--- config.mk ---
export PLATFORM = sky130hd
export DESIGN_NAME = pwm_dac_capture_flat
export DESIGN_NICKNAME = d
export VERILOG_FILES = /design/src/rtl/slipstream_pwm_pkg.sv /design/src/rtl/pwm_dac_capture_if.sv /design/src/rtl/pwm_width_meter.sv /design/src/rtl/pwm_dac_capture.sv /design/src/flat_wrapper.sv
export SDC_FILE = /design/constraint.sdc
export NUM_CORES = 1
export LEC_CHECK = 0
export CORE_ASPECT_RATIO = 0.75
export CORE_MARGIN = 8
export CORE_UTILIZATION = 60
export DETAILED_ROUTE_END_ITERATION = 12
export HOLD_SLACK_MARGIN = 0.15
export PLACE_DENSITY = 0.84
export SYNTH_ARGS = -nofsm -noshare
export SYNTH_HDL_FRONTEND = slang
export SYNTH_HIERARCHICAL = 1
export SYNTH_SLANG_ARGS = --single-unit
--- constraint.sdc ---
create_clock -name MasterClock -period 6.4 [get_ports MasterClock]
set_clock_uncertainty 0.1 [all_clocks]
set_input_delay 0.96 -clock MasterClock [delete_from_list [all_inputs] [get_ports MasterClock]]
set_output_delay 0.96 -clock MasterClock [all_outputs]
set_load 0.005 [all_outputs]
--- src/rtl/slipstream_pwm_pkg.sv ---
// slipstream_pwm_pkg: shared counter width, counter type and receiver states for the Slipstream PWM DAC link
package slipstream_pwm_pkg;
  localparam int PWM_CNT_BITS = 7;
  typedef logic [PWM_CNT_BITS-1:0] pwm_cnt_t;
  typedef enum logic {PWR_HUNT, PWR_LOCKED} pwm_rx_state_t;
endpackage

--- src/rtl/pwm_dac_capture_if.sv ---
// pwm_dac_capture_if: PWM stream inputs and reconstructed sample outputs of the capture block
//   XCK, PW_1, PW_2 : tick enable, fine and coarse PWM streams (source -> capture)
//   DAC, SAMPLE_VALID, LOCKED, RESYNC_ERR : reconstructed word and status (capture -> sink)
//   PCM : signed 16-bit sample, present only with PWM_DAC_CAPTURE_PCM_EN
interface pwm_dac_capture_if import slipstream_pwm_pkg::*; #(parameter int CNT_BITS = PWM_CNT_BITS);
  logic XCK;
  logic PW_1;
  logic PW_2;
  logic [2*CNT_BITS-1:0] DAC;
  logic SAMPLE_VALID;
  logic LOCKED;
  logic RESYNC_ERR;
`ifdef PWM_DAC_CAPTURE_PCM_EN
  logic [15:0] PCM;
  modport master(output XCK, PW_1, PW_2, input DAC, SAMPLE_VALID, LOCKED, RESYNC_ERR, PCM);
  modport slave(input XCK, PW_1, PW_2, output DAC, SAMPLE_VALID, LOCKED, RESYNC_ERR, PCM);
`else
  modport master(output XCK, PW_1, PW_2, input DAC, SAMPLE_VALID, LOCKED, RESYNC_ERR);
  modport slave(input XCK, PW_1, PW_2, output DAC, SAMPLE_VALID, LOCKED, RESYNC_ERR);
`endif
endinterface

--- src/rtl/pwm_width_meter.sv ---
// pwm_width_meter: one channel's synchroniser, tick-gated rising-edge detect and high-time counter
//   clk, rst_n : clock, async active-low reset
//   tick       : XCK enable
//   pw         : raw PWM stream
//   seed, clr  : on a tick, restart the count from this tick's value / from zero
//   rise       : rising edge seen on this tick
//   hi_next    : count including this tick's sample
module pwm_width_meter import slipstream_pwm_pkg::*; #(
  parameter int CNT_BITS = PWM_CNT_BITS,
  parameter int SYNC_STAGES = 2
) (
  input  logic clk,
  input  logic rst_n,
  input  logic tick,
  input  logic pw,
  input  logic seed,
  input  logic clr,
  output logic rise,
  output logic [CNT_BITS-1:0] hi_next
);
  logic [SYNC_STAGES-1:0] sync;
  logic prev;
  logic [CNT_BITS-1:0] hi;
  logic s;
  assign s = sync[SYNC_STAGES-1];
  assign rise = tick & s & ~prev;
  assign hi_next = hi + CNT_BITS'(s);
  always_ff @(posedge clk or negedge rst_n) begin
    if (!rst_n) begin
      sync <= '0;
      prev <= 1'b0;
      hi <= '0;
    end else begin
      sync <= {sync[SYNC_STAGES-2:0], pw};
      if (tick) begin
        prev <= s;
        hi <= seed ? CNT_BITS'(s) : clr ? '0 : hi_next;
      end
    end
  end
endmodule

--- src/rtl/pwm_dac_capture.sv ---
// pwm_dac_capture: rebuilds the 14-bit Slipstream DAC word from the coarse/fine PWM streams
//   MasterClock : system clock
//   RESETL      : async active-low reset
//   bus         : slave side of pwm_dac_capture_if (PWM inputs, DAC/status outputs)
//   PWM_DAC_CAPTURE_PCM_EN adds bus.PCM = {~DAC[MSB], DAC[MSB-1:0], zero pad}
module pwm_dac_capture import slipstream_pwm_pkg::*; #(
  parameter int CNT_BITS = PWM_CNT_BITS,
  parameter int SYNC_STAGES = 2
) (
  input logic MasterClock,
  input logic RESETL,
  pwm_dac_capture_if.slave bus
);
  pwm_rx_state_t state, state_n;
  logic [CNT_BITS-1:0] phase, phase_n, hi1_next, hi2_next;
  logic [2*CNT_BITS-1:0] dac;
  logic r1, r2, ev, seed, clr, latch, rerr, sample_valid, resync_err;
  pwm_width_meter #(.CNT_BITS(CNT_BITS), .SYNC_STAGES(SYNC_STAGES)) u_fine (
    .clk(MasterClock), .rst_n(RESETL), .tick(bus.XCK), .pw(bus.PW_1),
    .seed(seed), .clr(clr), .rise(r1), .hi_next(hi1_next)
  );
  pwm_width_meter #(.CNT_BITS(CNT_BITS), .SYNC_STAGES(SYNC_STAGES)) u_coarse (
    .clk(MasterClock), .rst_n(RESETL), .tick(bus.XCK), .pw(bus.PW_2),
    .seed(seed), .clr(clr), .rise(r2), .hi_next(hi2_next)
  );
  assign ev = r1 | r2;
  // An edge at phase 0 is the expected period start; anywhere else it re-anchors the period.
  always_comb begin
    state_n = state;
    phase_n = phase;
    seed = 1'b0;
    clr = 1'b0;
    latch = 1'b0;
    rerr = 1'b0;
    if (bus.XCK) begin
      if (state == PWR_HUNT) begin
        seed = ev;
        clr = !ev;
        state_n = ev ? PWR_LOCKED : PWR_HUNT;
        phase_n = ev ? CNT_BITS'(1) : '0;
      end else if (ev && phase != '0) begin
        rerr = 1'b1;
        seed = 1'b1;
        phase_n = CNT_BITS'(1);
      end else begin
        latch = &phase;
        clr = &phase;
        phase_n = phase + CNT_BITS'(1);
      end
    end
  end
  always_ff @(posedge MasterClock or negedge RESETL) begin
    if (!RESETL) begin
      state <= PWR_HUNT;
      phase <= '0;
      dac <= '0;
      sample_valid <= 1'b0;
      resync_err <= 1'b0;
    end else begin
      state <= state_n;
      phase <= phase_n;
      dac <= latch ? {hi2_next, hi1_next} : dac;
      sample_valid <= latch;
      resync_err <= rerr;
    end
  end
  assign bus.DAC = dac;
  assign bus.SAMPLE_VALID = sample_valid;
  assign bus.LOCKED = state == PWR_LOCKED;
  assign bus.RESYNC_ERR = resync_err;
`ifdef PWM_DAC_CAPTURE_PCM_EN
  assign bus.PCM = {~dac[2*CNT_BITS-1], dac[2*CNT_BITS-2:0], {(16-2*CNT_BITS){1'b0}}};
`endif
endmodule

--- src/flat_wrapper.sv ---
// flat-port wrapper written by rule: the top's interface ports become plain ports
module pwm_dac_capture_flat import slipstream_pwm_pkg::*;
#(
  parameter int CNT_BITS = PWM_CNT_BITS,
  parameter int SYNC_STAGES = 2
)
  (MasterClock, RESETL, bus_XCK, bus_PW_1, bus_PW_2, bus_DAC, bus_SAMPLE_VALID, bus_LOCKED, bus_RESYNC_ERR);
  pwm_dac_capture_if #(.CNT_BITS(CNT_BITS)) bus_i ();
  input logic MasterClock;
  input logic RESETL;
  input wire logic [$bits(bus_i.XCK)-1:0] bus_XCK;
  input wire logic [$bits(bus_i.PW_1)-1:0] bus_PW_1;
  input wire logic [$bits(bus_i.PW_2)-1:0] bus_PW_2;
  output wire logic [$bits(bus_i.DAC)-1:0] bus_DAC;
  output wire logic [$bits(bus_i.SAMPLE_VALID)-1:0] bus_SAMPLE_VALID;
  output wire logic [$bits(bus_i.LOCKED)-1:0] bus_LOCKED;
  output wire logic [$bits(bus_i.RESYNC_ERR)-1:0] bus_RESYNC_ERR;
  assign bus_i.XCK = bus_XCK;
  assign bus_i.PW_1 = bus_PW_1;
  assign bus_i.PW_2 = bus_PW_2;
  assign bus_DAC = bus_i.DAC;
  assign bus_SAMPLE_VALID = bus_i.SAMPLE_VALID;
  assign bus_LOCKED = bus_i.LOCKED;
  assign bus_RESYNC_ERR = bus_i.RESYNC_ERR;
  pwm_dac_capture #(.CNT_BITS(CNT_BITS), .SYNC_STAGES(SYNC_STAGES)) u_core (.MasterClock(MasterClock), .RESETL(RESETL), .bus(bus_i));
endmodule
==> impl_results.md, run 1 <==
* Syn Inst Count at 199
* First-pass GRT wire length at 6824 um
* PortBufs at 21
* Total CTS buffers at 5
* Most frequent cell after synthesis: dfrtp_1
* All-layer global routing usage at 0.1495
* Via count at 1563
* CP peak stage delay at 0.91 ns
* Overflow after GRT at 0
* Critical Path, Cell by Cell: clkdlybuf4s50_1 -> buf_4 -> nand2_1 -> nor2_1 -> or2_4 -> nor4_4 -> a21o_2 -> nor3b_2 -> a41oi_1 -> a31oi_1
* Crit. End Element: flop
* Post-synthesis sequential area ratio at 0.5043
* Max FO, Critical Path at 21
* Pwr Density at 270.2 nW/um^2
* Worst hold path type: flop to flop
* Hold Fails Final Rpt at 0
* Largest net degree at the start of global routing at 45
* Fmax at 0.2472 GHz
* LEAKAGE at 1.168 nW
* CTS resizes at 0
* # DRC at 0
* Number of global-route vias before repair at 1459
* # rows at 19
* WP data required at 6.46 ns
* Routed Wire Length at 4003 um
* Library cells used by synthesis at 40
* Yosys top cell area share at 0.5043
* Post-synth top area cell: dfrtp_1
* DIE AREA at 5845 sq um
* # nets final at 230
* Worst vdd ir at 0.2255 mV
* Die H at 68.24 um
* Ys Warns at 6
* Top post-synthesis cells by count: 44 x dfrtp_1, 15 x nand2_1, 14 x mux2_2, 13 x nor2_1, 11 x o21ai_0
* Clock Tree Root: clkbuf_8
* Post-CTS setup buffer count at 0
* Initial Utilization at 0.6123
* DR iter-0 viols at 123
* Prevailing post-synth register cell: dfrtp_1
* Io pins at 22
* Final Power at 0.6666 mW
* Register Area at 1101 sq um
* P&R area growth vs syn at 13.01%
* Mapped Nets at 210
* RSZ-0062 raised after global routing: no
* Crit path kind: input port to flop
* Clock net sink count at 44
* Fillers at 269
* Final period util at 0.6320
* Fin. max-slew vios at 0
* RD Place Congestion at 0.8678
* Multi-input logic area at 982.2 sq um
* Pre-antenna DRT Iters at 4
* DP HPWL at 2761 um
* Area after DPL at 2375 sq um
* Avg Cell Area, Syn at 10.97 sq um
* CTS Hold Bufs at 0
* WL/cell at 15.28 um
* Die Wd at 85.66 um
* Netlist Area Pre-Place at 2183 sq um
* Final Critical Period at 4.045 ns
* EDFF count, synth at 0
* CTS tree: done
* Crit path arrival time at 4.10 ns
* H-tree levels at 2
* Status: finished, final reports clean
* Slowest CP cell: nor4_4
* Layout cells sized above 1 at 0.1500
* Slew @ Worst Pin at 1.032 ns
* Via density at 5.966
* Setup TNS at 0 ns
* Post-Place Worst Slack at 2.000 ns
* Clock Tree Buf Depth at 2
* Antenna violations before repair at 0
* Fin area at 2467 sq um
* Crit start category: input port
* Slew headroom at 0.3068
* Clock transition at path regs at 0.08 ns
* Setup ws final at 2.355 ns
* Max Cap Viol at 0
* Asr flop ratio synth at 1.000
* Post-route ant nets at 0
* N_diodes at 0
* Skew-Pair Late Insertion Delay at 0.30 ns
* Yosys reg bits at 44
* Largest cells by area after synthesis: dfrtp_1 50%, mux2_2 7.2%, ha_1 3.4%, xor2_1 3.2%, nand2_1 2.6%
* Final setup violating endpoints at 0
* Core Box Area at 3566 sq um
* R2R Setup Slk at 3.66 ns
-- through the flow --
step / cells / util / hold slack (ns)
2_1_floorplan: 199 / - / 0.2312
3_3_place_gp: 254 / 0.6660 / 0.2316
3_5_place_dp: 254 / 0.6660 / 0.2355
4_1_cts: 262 / 0.6919 / 0.2532
5_1_grt: 262 / 0.6919 / 0.2554
6_report: 262 / 0.6919 / 0.2521
-- critical path, delay by kind of cell --
family	cells	cell delay, ns
AO/OA/AOI/OAI	3	0.63
buffers and inverters	2	1.07
AND/OR/NAND/NOR	5	1.43
-- report_power, final --
group          switching [mW]  leakage (nW)  internal, mW
sequential             0.0441         0.581         0.311
combinational          0.0737         0.536        0.0599
clock                  0.0915        0.0510        0.0861
-- layer usage --
metal	wire length, um	vias up	track usage
met5	0	-	0
met4	38	0	0.04783
met3	200	5	0.05396
li1	-	758	-
met2	1819	41	0.2285
met1	1944	759	0.1953
-- flip-flops by register name, indices dropped and copies added (netlist names) --
signal and cells:
u_core/bus.DAC 14, u_core/phase 7, u_core/u_coarse/hi 7, u_core/u_fine/hi 7
u_core/u_coarse/sync 2, u_core/u_fine/sync 2, u_core/bus.LOCKED 1, u_core/bus.RESYNC_ERR 1
u_core/bus.SAMPLE_VALID 1, u_core/u_coarse/prev 1, u_core/u_fine/prev 1
-- layout make-up --
type	instances	share of cell area
flip-flops and latches	44	0.4462
repair buffers	22	0.08621
multi-input cells	139	0.3981
clock buffers	6	0.03347
inverters	7	0.01065
clock inverters	2	0.004057
well taps	42	0.02130
-- cell families after synthesis --
group,synth area share
adders and majority gates,0.03438
DFF,0.5043
xor gates and xnor gates,0.04814
muxes,0.07221
and+or+nand+nor,0.1639
buffers and inverters,0.04585
AOI/OAI and AO/OA,0.1312
-- path summary, 6_finish.rpt --
kind	start	endpoint	cells past startpoint
max	bus_XCK	u_core/u_coarse/hi[5]	10
min	u_core/u_coarse/sync[0]	u_core/u_coarse/sync[1]	0
max reg2reg	u_core/phase[1]	u_core/u_coarse/hi[5]	7
min reg2reg	u_core/u_coarse/sync[0]	u_core/u_coarse/sync[1]	0
max in group asynchronous	RESETL	u_core/u_coarse/hi[1]	1
min in group asynchronous	RESETL	u_core/phase[5]	1
-- cells in the final DEF, fill, tap and decap left out, types with 2 or more instances in the layout --
cell,count
ha_1,6
nand3_1,7
xor2_1,8
clkinv_2,2
a21o_1,4
a211oi_1,3
nor3b_2,2
xnor2_1,4
dfrtp_1,44
clkbuf_8,6
o21ai_0,11
a31oi_1,5
nand2_1,15
a22oi_1,2
o21ai_1,8
a21oi_1,5
clkdlybuf4s50_1,20
and3_1,4
or3b_4,2
inv_1,7
o31ai_1,2
nor3_1,6
a41oi_1,4
nor2_1,13
mux2_2,14
No activity file was read; power rests on OpenSTA's default activity.
==> run 2, diff against run 1 <==
--- a/config.mk
+++ b/config.mk
@@ -7,10 +7,10 @@
 export LEC_CHECK = 0
 export CORE_ASPECT_RATIO = 0.75
 export CORE_MARGIN = 8
-export CORE_UTILIZATION = 60
+export CORE_UTILIZATION = 56
 export DETAILED_ROUTE_END_ITERATION = 12
 export HOLD_SLACK_MARGIN = 0.15
-export PLACE_DENSITY = 0.84
+export PLACE_DENSITY = 0.8
 export SYNTH_ARGS = -nofsm -noshare
 export SYNTH_HDL_FRONTEND = slang
 export SYNTH_HIERARCHICAL = 1
==> constraint.sdc (replaced) <==
create_clock -name MasterClock -period 4.23 [get_ports MasterClock]
set_clock_uncertainty 0.1 [all_clocks]
set_input_delay 0.6345 -clock MasterClock [delete_from_list [all_inputs] [get_ports MasterClock]]
set_output_delay 0.6345 -clock MasterClock [all_outputs]
set_load 0.005 [all_outputs]
==> run 2 against run 1 <==
Net effect: setup slack worse by 1.1 ns; via count fell by 0.96%; final cell count rose by 4.2%; design area up 0.51%; total power increased by 48%; highest routed layer unchanged; critical path type unchanged; combinational power is 52% higher; register-to-register slack got worse by 1.9 ns.
==> impl_results.md, run 2 (synthesis gave the netlist of run 1 again) <==
* Worst vdd ir at 0.3044 mV (+35%)
* CTS resizes at 0 (unchanged)
* Critical Path, Cell by Cell: clkdlybuf4s50_1 -> buf_4 -> nand4_4 -> nor4_4 -> buf_4 -> a21o_2 -> nor3b_2 -> a41oi_1 -> a31oi_1
* Largest net degree at the start of global routing at 45 (unchanged)
* Initial Utilization at 0.5887 (-0.02355)
* Max FO, Critical Path at 21 (unchanged)
* Flip-flop count of the largest register after layout at 14 (unchanged)
* Final core occ at 0.6687 (-0.02324)
* DP HPWL at 2947 um (+6.8%)
* R2R Path Start: u_core/phase[0]
* CP peak stage delay at 0.69 ns (-0.22 ns)
* Buf/Inv on CP at 3 (+1)
* Antenna violations before repair at 0 (unchanged)
* Worst hold slack at 0.2526 ns (+0.0004290 ns)
* WHS Path Cells at 0 (unchanged)
* Pre-antenna DRT Iters at 4 (unchanged)
* R2R Setup Slk at 1.76 ns (-1.90 ns)
* Via count at 1548 (-0.96%)
* H-tree levels at 2 (unchanged)
* Routed Wire Length at 4282 um (+7.0%)
* Placed Cells at 266 (+4.7%)
* # nets final at 232 (+0.87%)
* Final setup violating endpoints at 0 (unchanged)
* Number of global-route vias before repair at 1598 (+9.5%)
* WL/cell at 15.68 um (+2.7%)
* DIE AREA at 6174 sq um (+5.6%)
* Pwr Density at 398.1 nW/um^2 (+47%)
* Io pins at 22 (unchanged)
* Via density at 5.670 (-5.0%)
* Hold Fails Final Rpt at 0 (unchanged)
* All-layer global routing usage at 0.1495 (about the same)
* P&R area growth vs syn at 13.58%
* Crit. End Element: flop
* PortBufs at 21 (unchanged)
* CTS tree: done
* Clock Tree Buf Depth at 2 (unchanged)
* Core Box Area at 3709 sq um (+4.0%)
* Critical R2R Capture: u_core/u_coarse/hi[5]
* Overflow after GRT at 0 (unchanged)
* Crit path max-delay family: buffers and inverters
* Crit start category: input port
* Slew headroom at 0.3654 (+0.05859)
* Skew-Pair Late Insertion Delay at 0.29 ns (about the same)
* LEAKAGE at 1.169 nW (about the same)
* CTS Hold Bufs at 0 (unchanged)
* # DRC at 0 (unchanged)
* DR iter-0 viols at 80 (-35%)
* Status: finished, final reports clean
* Fmax at 0.3373 GHz
* Clock transition at path regs at 0.07 ns (about the same)
* WHS Endpoint: u_core/u_fine/sync[1]
* Max Cap Viol at 0 (unchanged)
* Final period util at 0.7009
* Die H at 70.08 um (+2.7%)
* Fin. max-slew vios at 0 (unchanged)
* Crit path kind: input port to flop
* First-pass GRT wire length at 7355 um (+7.8%)
* Worst hold path type: flop to flop
* Slowest CP cell: clkdlybuf4s50_1
* Total CTS buffers at 5 (unchanged)
* Final Power at 0.9873 mW (+48%)
* # rows at 19 (unchanged)
* Crit path arrival time at 3.02 ns (-1.08 ns)
* Die Wd at 88.10 um (+2.9%)
* Most frequent cells in the layout: 44 x dfrtp_1, 20 x clkdlybuf4s50_1, 15 x nand2_1
* RD Place Congestion at 0.8726 (+0.55%)
* Hold path startpoint: u_core/u_fine/sync[0]
* Setup TNS at 0 ns (unchanged)
* Slew @ Worst Pin at 0.9519 ns (-0.08014 ns)
* Clock Tree Root: clkbuf_8
* Clock net sink count at 44 (unchanged)
* Finished Layout Cells at 273 (+4.2%)
* Reg2reg path depth at 8 (+1)
* Layout cells sized above 1 at 0.1493 (-0.0006787)
* CP dominant cell by count: buf_4
* WP data required at 4.29 ns (-2.17 ns)
* RSZ-0062 raised after global routing: no
* Post-CTS setup buffer count at 0 (unchanged)
* Final Critical Period at 2.965 ns
* Commonest non-fill, non-tap cell in the layout: dfrtp_1
* N_diodes at 0 (unchanged)
* Post-route ant nets at 0 (unchanged)
[run 2: worst max path at each step]
stage / slack [ns] / depth (start not counted) / startpoint / endpoint
floorplan: 1.66 / 10 / bus_XCK / u_core/u_coarse/hi[5]
global placement: 1.08 / 9 / bus_XCK / u_core/u_fine/hi[4]
detailed placement: 0.99 / 9 / bus_XCK / u_core/u_fine/hi[4]
CTS: 1.28 / 9 / bus_XCK / u_core/u_fine/hi[4]
global route: 1.10 / 10 / bus_XCK / u_core/u_coarse/hi[5]
finish: 1.27 / 9 / bus_XCK / u_core/u_fine/hi[5]
[run 2: report_power, final]
part | leakage (nW) | total [mW] | internal [mW] | switching (mW)
combinational | 0.547 | 0.204 | 0.0913 | 0.112
clock | 0.0410 | 0.243 | 0.112 | 0.131
sequential | 0.581 | 0.541 | 0.471 | 0.0696
[run 2: layout make-up]
class / instances / area (sq um)
multi-input combinational: 139 / 982.2
timing repair buffer: 24 / 227.7
inverter: 7 / 26.28
fill: 299 / 1229
clock inverter: 1 / 5.005
sequential: 44 / 1101
clock buffer: 6 / 72.57
tap: 52 / 65.06
[run 2: metrics by stage]
| step | cell area, sq um | setup WS (ns) |
|---|---|---|
| after floorplan | 2183 | 1.661 |
| after global placement | 2402 | 1.080 |
| after detailed placement | 2402 | 0.9854 |
| after CTS | 2480 | 1.284 |
| after global routing | 2480 | 1.097 |
| final | 2480 | 1.265 |
[run 2: per-layer routing]
layer | track usage | wire length (um) | vias to the layer above | share of wire
met1 | 0.1899 | 2037 | 740 | 0.48
met2 | 0.2292 | 1937 | 33 | 0.45
met4 | 0.05607 | 52 | 0 | 0.012
met5 | 0 | 0 | - | 0
met3 | 0.04907 | 254 | 7 | 0.059
li1 | - | - | 768 | -
